## config.mk

```make
export PLATFORM = sky130hd
export DESIGN_NAME = my_32bit_pipelined_leftshifter
export DESIGN_NICKNAME = d
export VERILOG_FILES = /design/src/rtl/shifter_pkg.sv /design/src/rtl/my_leftshift_stage.sv /design/src/rtl/my_32bit_pipelined_leftshifter.sv
export SDC_FILE = /design/constraint.sdc
export NUM_CORES = 1
export LEC_CHECK = 0
export BUFFER_PORTS_ARGS = -buffer_cell sky130_fd_sc_hd__buf_2
export CAP_MARGIN = 20
export CORE_MARGIN = 10
export CORE_UTILIZATION = 41
export CTS_CLUSTER_DIAMETER = 40
export DETAILED_ROUTE_END_ITERATION = 8
export PLACE_DENSITY = 0.7
export SYNTH_ARGS = -nofsm -noshare
export SYNTH_HDL_FRONTEND = slang
export SYNTH_HIERARCHICAL = 1
export SYNTH_SLANG_ARGS = --single-unit
export TNS_END_PERCENT = 20
```

## constraint.sdc

```tcl
create_clock -name clock -period 1.8 [get_ports clock]
set_clock_uncertainty 0.2 [all_clocks]
set_input_delay 0.18 -clock clock [delete_from_list [all_inputs] [get_ports clock]]
set_output_delay 0.18 -clock clock [all_outputs]
set_load 0.005 [all_outputs]
```

## src/rtl/shifter_pkg.sv

```systemverilog
// Shared constants for the pipelined left shifter: datapath widths, stage count
// and the per-stage shift distances.
package shifter_pkg;

  localparam int unsigned DATA_W     = 32;
  localparam int unsigned SHAMT_W    = 5;
  localparam int unsigned NUM_STAGES = 5;

  // Stage k shifts by 2^(NUM_STAGES-1-k): 16, 8, 4, 2, 1.
  function automatic int unsigned stage_shift(input int unsigned k);
    return 32'd1 << (NUM_STAGES - 1 - k);
  endfunction

  // Shift-amount bit that enables stage k.
  function automatic int unsigned stage_sel_bit(input int unsigned k);
    return NUM_STAGES - 1 - k;
  endfunction

endpackage

```

## src/rtl/my_leftshift_stage.sv

```systemverilog
// One pipeline stage: optionally shifts left by SHIFT and registers
// valid/data/shamt/tag, loading from upstream only when allowed to advance.
module my_leftshift_stage
  import shifter_pkg::*;
#(
  parameter int unsigned SHIFT   = 1,
  parameter int unsigned SEL_BIT = 0,
  parameter int unsigned TAG_W   = 5
) (
  input  logic               clock,
  input  logic               reset,
  input  logic               adv_i,
  input  logic               up_valid_i,
  input  logic [DATA_W-1:0]  up_data_i,
  input  logic [SHAMT_W-1:0] up_shamt_i,
  input  logic [TAG_W-1:0]   up_tag_i,
  output logic               valid_o,
  output logic [DATA_W-1:0]  data_o,
  output logic [SHAMT_W-1:0] shamt_o,
  output logic [TAG_W-1:0]   tag_o
);

  logic               valid_q, valid_d;
  logic [DATA_W-1:0]  data_q,  data_d;
  logic [SHAMT_W-1:0] shamt_q, shamt_d;
  logic [TAG_W-1:0]   tag_q,   tag_d;

  always_comb begin
    valid_d = valid_q;
    data_d  = data_q;
    shamt_d = shamt_q;
    tag_d   = tag_q;
    if (adv_i) begin
      // Payload loads even for a bubble; stale data in invalid stages is harmless.
      valid_d = up_valid_i;
      data_d  = up_shamt_i[SEL_BIT] ? (up_data_i << SHIFT) : up_data_i;
      shamt_d = up_shamt_i;
      tag_d   = up_tag_i;
    end
  end

  always_ff @(posedge clock) begin
    if (reset) begin
      valid_q <= 1'b0;
      data_q  <= '0;
      shamt_q <= '0;
      tag_q   <= '0;
    end else begin
      valid_q <= valid_d;
      data_q  <= data_d;
      shamt_q <= shamt_d;
      tag_q   <= tag_d;
    end
  end

  assign valid_o = valid_q;
  assign data_o  = data_q;
  assign shamt_o = shamt_q;
  assign tag_o   = tag_q;

endmodule

```

## src/rtl/my_32bit_pipelined_leftshifter.sv

```systemverilog
// Five-stage 32-bit logical left shifter with valid/ready on both sides;
// a combinational ready chain lets bubbles collapse under backpressure.
module my_32bit_pipelined_leftshifter
  import shifter_pkg::*;
#(
  parameter int unsigned TAG_W = 5
) (
  input  logic               clock,
  input  logic               reset,
  input  logic               in_valid,
  output logic               in_ready,
  input  logic [DATA_W-1:0]  in_data,
  input  logic [SHAMT_W-1:0] in_shamt,
  input  logic [TAG_W-1:0]   in_tag,
  output logic               out_valid,
  input  logic               out_ready,
  output logic [DATA_W-1:0]  out_data,
  output logic [TAG_W-1:0]   out_tag
);

  logic [NUM_STAGES-1:0] valid_s;
  logic [NUM_STAGES-1:0] adv_s;
  logic [DATA_W-1:0]     data_s  [NUM_STAGES];
  logic [SHAMT_W-1:0]    shamt_s [NUM_STAGES];
  logic [TAG_W-1:0]      tag_s   [NUM_STAGES];

  // A stage may advance if it is empty or the stage after it advances.
  always_comb begin
    adv_s = '0;
    adv_s[NUM_STAGES-1] = out_ready | ~valid_s[NUM_STAGES-1];
    for (int unsigned i = 1; i < NUM_STAGES; i++) begin
      adv_s[NUM_STAGES-1-i] = adv_s[NUM_STAGES-i] | ~valid_s[NUM_STAGES-1-i];
    end
  end

  for (genvar k = 0; k < NUM_STAGES; k++) begin : g_stage
    logic               up_valid;
    logic [DATA_W-1:0]  up_data;
    logic [SHAMT_W-1:0] up_shamt;
    logic [TAG_W-1:0]   up_tag;

    if (k == 0) begin : g_src_in
      assign up_valid = in_valid;
      assign up_data  = in_data;
      assign up_shamt = in_shamt;
      assign up_tag   = in_tag;
    end else begin : g_src_prev
      assign up_valid = valid_s[k-1];
      assign up_data  = data_s[k-1];
      assign up_shamt = shamt_s[k-1];
      assign up_tag   = tag_s[k-1];
    end

    my_leftshift_stage #(
      .SHIFT   (stage_shift(k)),
      .SEL_BIT (stage_sel_bit(k)),
      .TAG_W   (TAG_W)
    ) u_stage (
      .clock      (clock),
      .reset      (reset),
      .adv_i      (adv_s[k]),
      .up_valid_i (up_valid),
      .up_data_i  (up_data),
      .up_shamt_i (up_shamt),
      .up_tag_i   (up_tag),
      .valid_o    (valid_s[k]),
      .data_o     (data_s[k]),
      .shamt_o    (shamt_s[k]),
      .tag_o      (tag_s[k])
    );
  end

  // The last stage's shift amount has no consumer.
  logic [SHAMT_W-1:0] unused_shamt;
  assign unused_shamt = shamt_s[NUM_STAGES-1];

  assign in_ready  = adv_s[0];
  assign out_valid = valid_s[NUM_STAGES-1];
  assign out_data  = data_s[NUM_STAGES-1];
  assign out_tag   = tag_s[NUM_STAGES-1];

endmodule
```

==> results.py, run 1 <==
metrics = {
    "timing": {
        "finalSetupViolCount": 1,
        "worst_slew_pin_slew_ps": 373,
        "clock.fmax_ghz": 0.538,
        "slew_violations": 0,
        "setup_tns_ps": -59.9,
        "setup_slack_ps": -59.9,
        "rsz0062_at_grt": "yes",
        "hold_violations": 0,
        "period_share_pct": 103,
        "relSlewSlack_pct": 75.2,
        "fin_crit_ps": 1860,
    },
    "finish": {
        "final_common_cell": "dfxtp_1",
        "diodes": 0,
        "drive_above_1_share_pct": 16.4,
        "layout_common_cells": "dfxtp_1 (197), mux2i_1 (169), nor2_1 (168)",
        "nets": 984,
        "area_growth_syn_to_layout_pct": 18.3,
    },
    "worst_setup_path": {
        "required_ps": 1420,
        "crit_fanout": 3,
        "crit_path_start_kind": "flip-flop",
        "critical_path_class": "reg -> out",
        "endpoint_kind": "primary output",
        "crit_arrival_ps": 1480,
    },
    "cts": {
        "root_buffer": "clkbuf_16",
        "cts.sinks": 200,
        "path_clk_slew_ps": 70,
        "cts_max_level": 4,
        "worstSkewPairLatency_ps": 430,
        "numCtsBuffers": 17,
        "cts_tree": "yes",
        "clockBufferDepth": 2,
    },
    "synth": {
        "synth_nets": 897,
        "yosys_warnings": 6,
        "syn_area_per_cell_um2": 10.0,
        "syn_area_mm2": 0.00855,
        "syn_inst": 851,
    },
    "power_and_ir_drop": {
        "power_frac_clock_pct": 41.9,
        "leakagePower_nw": 4.08,
        "p_int_mw": 6.84,
        "combPwrFrac_pct": 6.2,
        "total_power_mw": 8.99,
        "switchingPower_mw": 2.15,
        "swShare_pct": 23.9,
        "power_density_mw_per_mm2": 889,
        "power_frac_seq_pct": 51.9,
        "ir_worst_vdd_v": 0.000518,
    },
    "drt": {
        "vias": 6044,
        "first_iter_violations": 408,
        "routedWlPerCell_um": 14.6,
        "first_pass_iters": 5,
        "drc": 0,
        "drtAntennaViolNets": 0,
        "viasPerCell": 4.95,
        "drt-total-wl_um": 17800,
    },
    "grt": {
        "overflow": 0,
        "grt_pass1_vias": 5766,
        "antenna_found_initial": 0,
        "grt_pass1_wl_um": 30200,
        "grt_usage_pct": 13.5,
        "grt_start_max_net_pins": 75,
    },
    "placement": {
        "place.gp.congestion": 0.721,
        "portBuffers": 84,
        "dp_hpwl_um": 11900,
    },
    "floorplan": {
        "die_width_um": 164,
        "start_util_pct": 42.0,
        "rows": 52,
        "die_area_mm2": 0.0270,
        "core_area_mm2": 0.0204,
        "dieHeight_um": 164,
        "io_pins": 85,
    },
    "status": {
        "violations": "negative setup slack",
        "status": "finished with violations",
    },
    "worst_hold_path": {
        "hold_path.class": "in -> reg",
    },
    "run": {
        "max_cap_violations": 0,
    },
}
==> per-stage QoR <==
step	utilization, %	hold WS (ps)	worst slack (ps)	instance area (um^2)	std cells
final	49.7	15.1	-59.9	10100	1221
after global routing	49.7	18.7	-107	10100	1221
after CTS	49.7	8.28	-51.8	10100	1222
after detailed placement	44.2	222	154	9000	1140
after global placement	44.2	217	195	9000	1140
after floorplan	-	127	194	8550	851
==> worst paths after layout <==
check / cells after the start / to / slack (ps) / start
setup / recovery: 4 / in_ready / -60 / g_stage[4].u_stage/valid_o$_SDFFE_PP0P_
hold reg to reg: 2 / g_stage[4].u_stage/data_o[9]$_SDFFE_PP0P_ / 280 / g_stage[4].u_stage/data_o[9]$_SDFFE_PP0P_
setup reg to reg: 6 / g_stage[1].u_stage/data_o[27]$_SDFFE_PP0P_ / 80 / g_stage[4].u_stage/valid_o$_SDFFE_PP0P_
hold / removal: 3 / g_stage[0].u_stage/data_o[22]$_SDFFE_PP0P_ / 20 / in_data[22]
==> worst max-delay path: stages, from the launching register on <==
cell and delay [ps]:
dfxtp_2 330, and3b_2 210, nand4_1 210, buf_12 200
buf_6 100
==> state kept, by name, summed over array words and instances, names as in the netlist <==
register and cells:
g_stage.u_stage/data_o 160, g_stage.u_stage/tag_o 25, g_stage.u_stage/valid_o 5, g_stage.u_stage/shamt_o 10
==> cell type report <==
cell class	instances	area, um^2
fill	1851	10300
sequential	200	4010
multi-input combinational	565	3950
timing repair buffer	153	1230
clock buffer	18	429
tap	270	338
clock inverter	14	161
inverter	1	6.26
==> metal layers <==
metal	vias up	global-route usage, %	wire [um]
met3	17	3.73	881
met5	-	0	0
li1	3191	-	-
met1	2733	19.9	9410
met2	103	18.5	7320
met4	0	3.86	214
==> power by group through the flow <==
stage               logic (mW)  registers (mW)  clock network, mW
floorplan                0.377            4.73                  0
global placement         0.476            4.77                  0
detailed placement       0.483            4.77                  0
CTS                      0.555            4.66               3.86
global route             0.616            4.68               4.04
finish                   0.558            4.67               3.76
==> repair_timing <==
action	CTS	global route
endpoints found under the hold margin	68	0
resized for setup	3	6
pin swaps	2	0
setup endpoints to repair	1	38
cloned	2	0
setup buffers	6	0
hold buffers	42	0
Power figures use the tool's default switching activity.
==> run 2: changes to the inputs <==
- PLACE_DENSITY: 0.7 -> 0.57
- SLEW_MARGIN: unset -> 15
==> run 2 against run 1 <==
  * The run still ends with negative setup slack left
  * Highest routed layer unchanged
  * Non-clock buffer count increased by 4
  * Setup slack improved by 9.3 ps
  * Routed wire length increased by 2.0%
  * Die area unchanged
  * Largest cell class unchanged
  * Register-to-register slack got worse by 70 ps
  * Sequential share of layout area decreased by 0.13 points
==> results.py, run 2 (synthesis gave the netlist of run 1 again) <==
metrics = {
    "placement": {
        "dp_hpwl_um": 12000,
        "place.gp.congestion": 0.735,
        "place_inst": 1141,
        "portBuffers": 84,
        "postPlaceCellArea_mm2": 0.00902,
        "detailedPlace.worstSlack_ps": 160,
    },
    "floorplan": {
        "die_area_mm2": 0.0270,
        "start_util_pct": 42.0,
        "io_pins": 85,
        "rows": 52,
        "core_area_mm2": 0.0204,
        "dieHeight_um": 164,
        "die_width_um": 164,
    },
    "worst_setup_path": {
        "crit_arrival_ps": 1470,
        "crit_fanout": 4,
        "required_ps": 1420,
        "regToRegSetupSlack_ps": 10,
        "reg2regPathDepth": 7,
        "critical_path_class": "reg -> out",
        "crit_slowest_cell": "dfxtp_2",
        "worstReg2RegEnd": "g_stage[0].u_stage/data_o[20]$_SDFFE_PP0P_",
        "crit_chain": "and3b_2, nand4_1, buf_12, buf_6",
        "timing.rr.start": "g_stage[3].u_stage/valid_o$_SDFFE_PP0P_",
        "path_delay_family": "simple AND/OR/NAND/NOR gates",
        "endpoint_kind": "primary output",
        "critPathMaxStageDelay_ps": 330,
        "path_buf_inv": 2,
        "startpoint": "g_stage[4].u_stage/valid_o$_SDFFE_PP0P_",
        "crit_path_start_kind": "flip-flop",
    },
    "timing": {
        "whs_ps": 72.8,
        "clock.fmax_ghz": 0.540,
        "rsz0062_at_grt": "yes",
        "relSlewSlack_pct": 72.4,
        "worst_slew_pin_slew_ps": 414,
        "slew_violations": 0,
        "fin_crit_ps": 1850,
        "setup_slack_ps": -50.5,
        "period_share_pct": 103,
        "hold_violations": 0,
        "finalSetupViolCount": 1,
    },
    "drt": {
        "routedWlPerCell_um": 14.8,
        "viasPerCell": 4.85,
        "first_pass_iters": 5,
        "drt-total-wl_um": 18200,
        "drc": 0,
        "drtAntennaViolNets": 0,
        "first_iter_violations": 365,
        "vias": 5943,
    },
    "status": {
        "violations": "negative setup slack",
        "status": "finished with violations",
    },
    "power_and_ir_drop": {
        "p_int_mw": 6.93,
        "combPwrFrac_pct": 6.3,
        "leakagePower_nw": 4.11,
        "power_frac_seq_pct": 52.2,
        "switchingPower_mw": 2.01,
        "power_density_mw_per_mm2": 881,
        "power_frac_clock_pct": 41.5,
        "swShare_pct": 22.5,
        "ir_worst_vdd_v": 0.000531,
    },
    "worst_hold_path": {
        "hold_path.class": "in -> reg",
        "holdPathEnd": "g_stage[0].u_stage/data_o[30]$_SDFFE_PP0P_",
        "hp-start": "in_shamt[4]",
        "min_path_cells": 3,
    },
    "cts": {
        "clockBufferDepth": 2,
        "cts_tree": "yes",
        "path_clk_slew_ps": 70,
        "cts_max_level": 4,
        "root_buffer": "clkbuf_16",
        "worstSkewPairLatency_ps": 430,
        "cts.sinks": 200,
        "numCtsBuffers": 17,
    },
    "grt": {
        "overflow": 0,
        "grt_usage_pct": 13.6,
        "grt_pass1_wl_um": 30300,
        "antenna_found_initial": 0,
        "grt_start_max_net_pins": 72,
        "grt_pass1_vias": 5792,
    },
    "finish": {
        "diodes": 0,
        "final_common_cell": "dfxtp_1",
        "instances_no_fill": 1225,
        "n_fill_cell": 1900,
        "largest_reg_flops": 160,
        "finalInstanceArea_mm2": 0.0102,
        "drive_above_1_share_pct": 16.2,
        "area_growth_syn_to_layout_pct": 18.8,
        "layout_common_cells": "dfxtp_1 (196), mux2i_1 (169), nor2_1 (169)",
        "nets": 988,
        "final_util_pct": 49.8,
    },
    "run": {
        "max_cap_violations": 0,
    },
}
## run 2: tightest hold or removal path: stages
cell      delay, ps
buf_2           210
mux2i_1         190
a211oi_1         80
## run 2: worst max path at each step
stage	to	slack, ps	cells past startpoint
2_1_floorplan	g_stage[0].u_stage/shamt_o[0]$_SDFFE_PP0P_	190	6
4_1_cts	in_ready	-80	4
3_5_place_dp	g_stage[0].u_stage/valid_o$_SDFFE_PP0P_	160	5
6_report	in_ready	-50	4
3_3_place_gp	g_stage[0].u_stage/shamt_o[3]$_SDFFE_PP0P_	180	5
5_1_grt	in_ready	-150	4
## run 2: area by class of cell
cell class              instances  area, um^2  area share (%)
inverters                       1        3.75          0.0370
repair buffers                157        1290            12.8
clock inverters                 9        90.1           0.887
clock buffers                  23         488            4.81
well taps                     270         338            3.33
multi-input cells             565        3930            38.7
flip-flops and latches        200        4010            39.5
## run 2: per-stage QoR
step | TNS [ps] | power [mW]
5_1_grt | -2820 | 9.32
3_5_place_dp | 0 | 5.26
4_1_cts | -75.8 | 9.07
6_report | -50.5 | 8.95
2_1_floorplan | 0 | 5.11
3_3_place_gp | 0 | 5.26
## run 2: routing by layer
| metal | GRT usage, % | share of wire, % |
|---|---|---|
| met1 | 19.9 | 54 |
| met2 | 19.0 | 41 |
| met3 | 3.93 | 4.4 |
| met4 | 3.26 | 0.62 |
| met5 | 0 | 0 |
## run 2: power by group through the flow
stage               logic, mW  registers [mW]  clock network (mW)
global route            0.622            4.68                4.01
CTS                     0.568            4.67                3.83
finish                  0.564            4.67                3.72
floorplan               0.377            4.73                   0
global placement        0.491            4.77                   0
detailed placement      0.496            4.77                   0
## run 2: timing repair
| action | 4_1_cts | 5_1_grt |
|---|---|---|
| pin swaps | 3 | 1 |
| hold buffers | 43 | 0 |
| setup endpoints to repair | 1 | 42 |
| endpoints found under the hold margin | 68 | 0 |
| setup buffers | 5 | 2 |
| resized for setup | 5 | 1 |
| cloned | 2 | 0 |
==> run 3: changes to the inputs <==
- GPL_TIMING_DRIVEN: unset -> 0
- clock period: 1.8 -> 2.14 ns (I/O delays scaled with it)
==> run 3 against run 2 <==
  * The run now ends clean
  * Combinational power decreased by 9.8%
  * Register-to-register slack better by 210 ps
  * Cell count grew 4.6%
  * Die area unchanged
  * Largest cell class unchanged
  * Largest power group unchanged
==> results.py, run 3 (synthesis gave the netlist of run 1 again) <==
metrics = {
    "worst_setup_path": {
        "crit_chain": "and3b_2, nand4_1, buf_2",
        "path_delay_family": "simple AND/OR/NAND/NOR gates",
        "crit_slowest_cell": "dfxtp_1",
        "path_buf_inv": 1,
        "critical_path_class": "reg -> out",
        "endpoint_kind": "primary output",
        "required_ps": 1730,
        "crit_arrival_ps": 1510,
        "crit_fanout": 4,
        "critPathMaxStageDelay_ps": 370,
        "crit_path_start_kind": "flip-flop",
    },
    "placement": {
        "postPlaceCellArea_mm2": 0.00930,
        "detailedPlace.worstSlack_ps": 217,
        "dp_hpwl_um": 15600,
        "portBuffers": 82,
        "place.gp.congestion": 0.765,
    },
    "finish": {
        "layout_common_cells": "dfxtp_1 (200), mux2i_1 (169), nor2_1 (169)",
        "drive_above_1_share_pct": 16.1,
        "final_common_cell": "dfxtp_1",
        "regArea_mm2": 0.00400,
        "finalInstanceArea_mm2": 0.0103,
        "final_util_pct": 50.6,
        "diodes": 0,
        "multiInputGateArea_mm2": 0.00392,
        "largest_reg_flops": 160,
        "nets": 1044,
        "n_fill_cell": 1960,
        "area_growth_syn_to_layout_pct": 20.5,
    },
    "timing": {
        "clock.fmax_ghz": 0.519,
        "rsz0062_at_grt": "no",
        "fin_crit_ps": 1930,
        "relSlewSlack_pct": 62.7,
        "whs_ps": 51.1,
        "finalSetupViolCount": 0,
        "setup_slack_ps": 212,
        "period_share_pct": 90.1,
        "worst_slew_pin_slew_ps": 560,
        "slew_violations": 0,
        "hold_violations": 0,
        "setup_tns_ps": 0,
    },
    "floorplan": {
        "io_pins": 85,
        "die_area_mm2": 0.0270,
        "dieHeight_um": 164,
        "rows": 52,
        "die_width_um": 164,
        "core_area_mm2": 0.0204,
        "start_util_pct": 42.0,
    },
    "drt": {
        "routedWlPerCell_um": 16.1,
        "first_pass_iters": 4,
        "drt-total-wl_um": 20600,
        "vias": 6293,
        "drtAntennaViolNets": 0,
        "drc": 0,
        "first_iter_violations": 268,
        "viasPerCell": 4.91,
    },
    "power_and_ir_drop": {
        "power_frac_clock_pct": 40.2,
        "power_density_mw_per_mm2": 721,
        "power_frac_seq_pct": 52.9,
        "ir_worst_vdd_v": 0.000402,
        "swShare_pct": 23.3,
        "leakagePower_nw": 4.13,
        "p_int_mw": 5.70,
        "combPwrFrac_pct": 6.8,
        "switchingPower_mw": 1.73,
    },
    "grt": {
        "grt_pass1_wl_um": 33400,
        "grt_start_max_net_pins": 17,
        "antenna_found_initial": 0,
        "overflow": 0,
        "grt_usage_pct": 15.3,
        "grt_pass1_vias": 6365,
    },
    "cts": {
        "cts.sinks": 200,
        "cts_max_level": 4,
        "numCtsBuffers": 17,
        "cts_tree": "yes",
        "clockBufferDepth": 2,
        "worstSkewPairLatency_ps": 430,
        "postCtsResizedCells": 0,
        "root_buffer": "clkbuf_16",
        "path_clk_slew_ps": 70,
    },
    "status": {
        "status": "finished clean",
    },
    "worst_hold_path": {
        "hold_path.class": "in -> reg",
    },
    "run": {
        "max_cap_violations": 0,
    },
}
[run 3: cell types whose count changed in the layout (fill, tap and decap cells not counted), sizes merged]
cell / delta
bufinv: -1
clkinv: +1
dlygate4sd3: +3
clkinvlp: +2
inv: -1
clkbuf: +36
buf: +16
[run 3: path summary, 6_finish.rpt]
| path | start | end | slack [ps] | cells past startpoint |
|---|---|---|---|---|
| max | g_stage[4].u_stage/valid_o$_SDFFE_PP0P_ | in_ready | 210 | 3 |
| min | in_shamt[4] | g_stage[0].u_stage/data_o[1]$_SDFFE_PP0P_ | 50 | 4 |
| max reg2reg | g_stage[4].u_stage/valid_o$_SDFFE_PP0P_ | g_stage[0].u_stage/data_o[26]$_SDFFE_PP0P_ | 220 | 5 |
| min reg2reg | g_stage[4].u_stage/data_o[0]$_SDFFE_PP0P_ | g_stage[4].u_stage/data_o[0]$_SDFFE_PP0P_ | 270 | 2 |
[run 3: area by class of cell]
class                      count  share of cell area [%]
buffer                        85                    6.04
clock buffer                  22                    4.60
clock inverter                10                   0.692
inverter                       1                  0.0364
multi-input combinational    565                    38.0
sequential                   200                    38.9
tap                          270                    3.28
timing repair buffer         128                    8.45
[run 3: metal layers]
layer,GRT usage [%],share of wire (%),vias to the layer above
met5,0,0,-
met4,4.47,0.93,0
met3,3.51,4.3,16
met2,25.6,47,114
met1,19.3,48,2843
li1,-,-,3320
[run 3: worst reg2reg max path, stage by stage, from the launching register on]
cell,delay (ps)
dfxtp_1,370
and3b_2,270
nand4_1,240
buf_4,260
clkbuf_1,240
a211oi_1,260
[run 3: per-stage QoR]
| stage | instances | total power [mW] |
|---|---|---|
| global route | 1281 | 7.70 |
| detailed placement | 1203 | 4.46 |
| floorplan | 851 | 4.30 |
| finish | 1281 | 7.43 |
| CTS | 1281 | 7.50 |
| global placement | 1203 | 4.45 |
[run 3: power by group through the flow]
stage / Clock, mW / Sequential [mW] / Combinational (mW)
2_1_floorplan: 0 / 3.98 / 0.317
3_3_place_gp: 0 / 4.01 / 0.440
3_5_place_dp: 0 / 4.02 / 0.444
4_1_cts: 3.06 / 3.93 / 0.512
5_1_grt: 3.20 / 3.94 / 0.559
6_report: 2.99 / 3.93 / 0.509
[run 3: timing repair]
item	4_1_cts	5_1_grt
setup endpoints to repair	0	0
hold buffers	46	0
buffers inserted	0	0
endpoints found under the hold margin	54	0
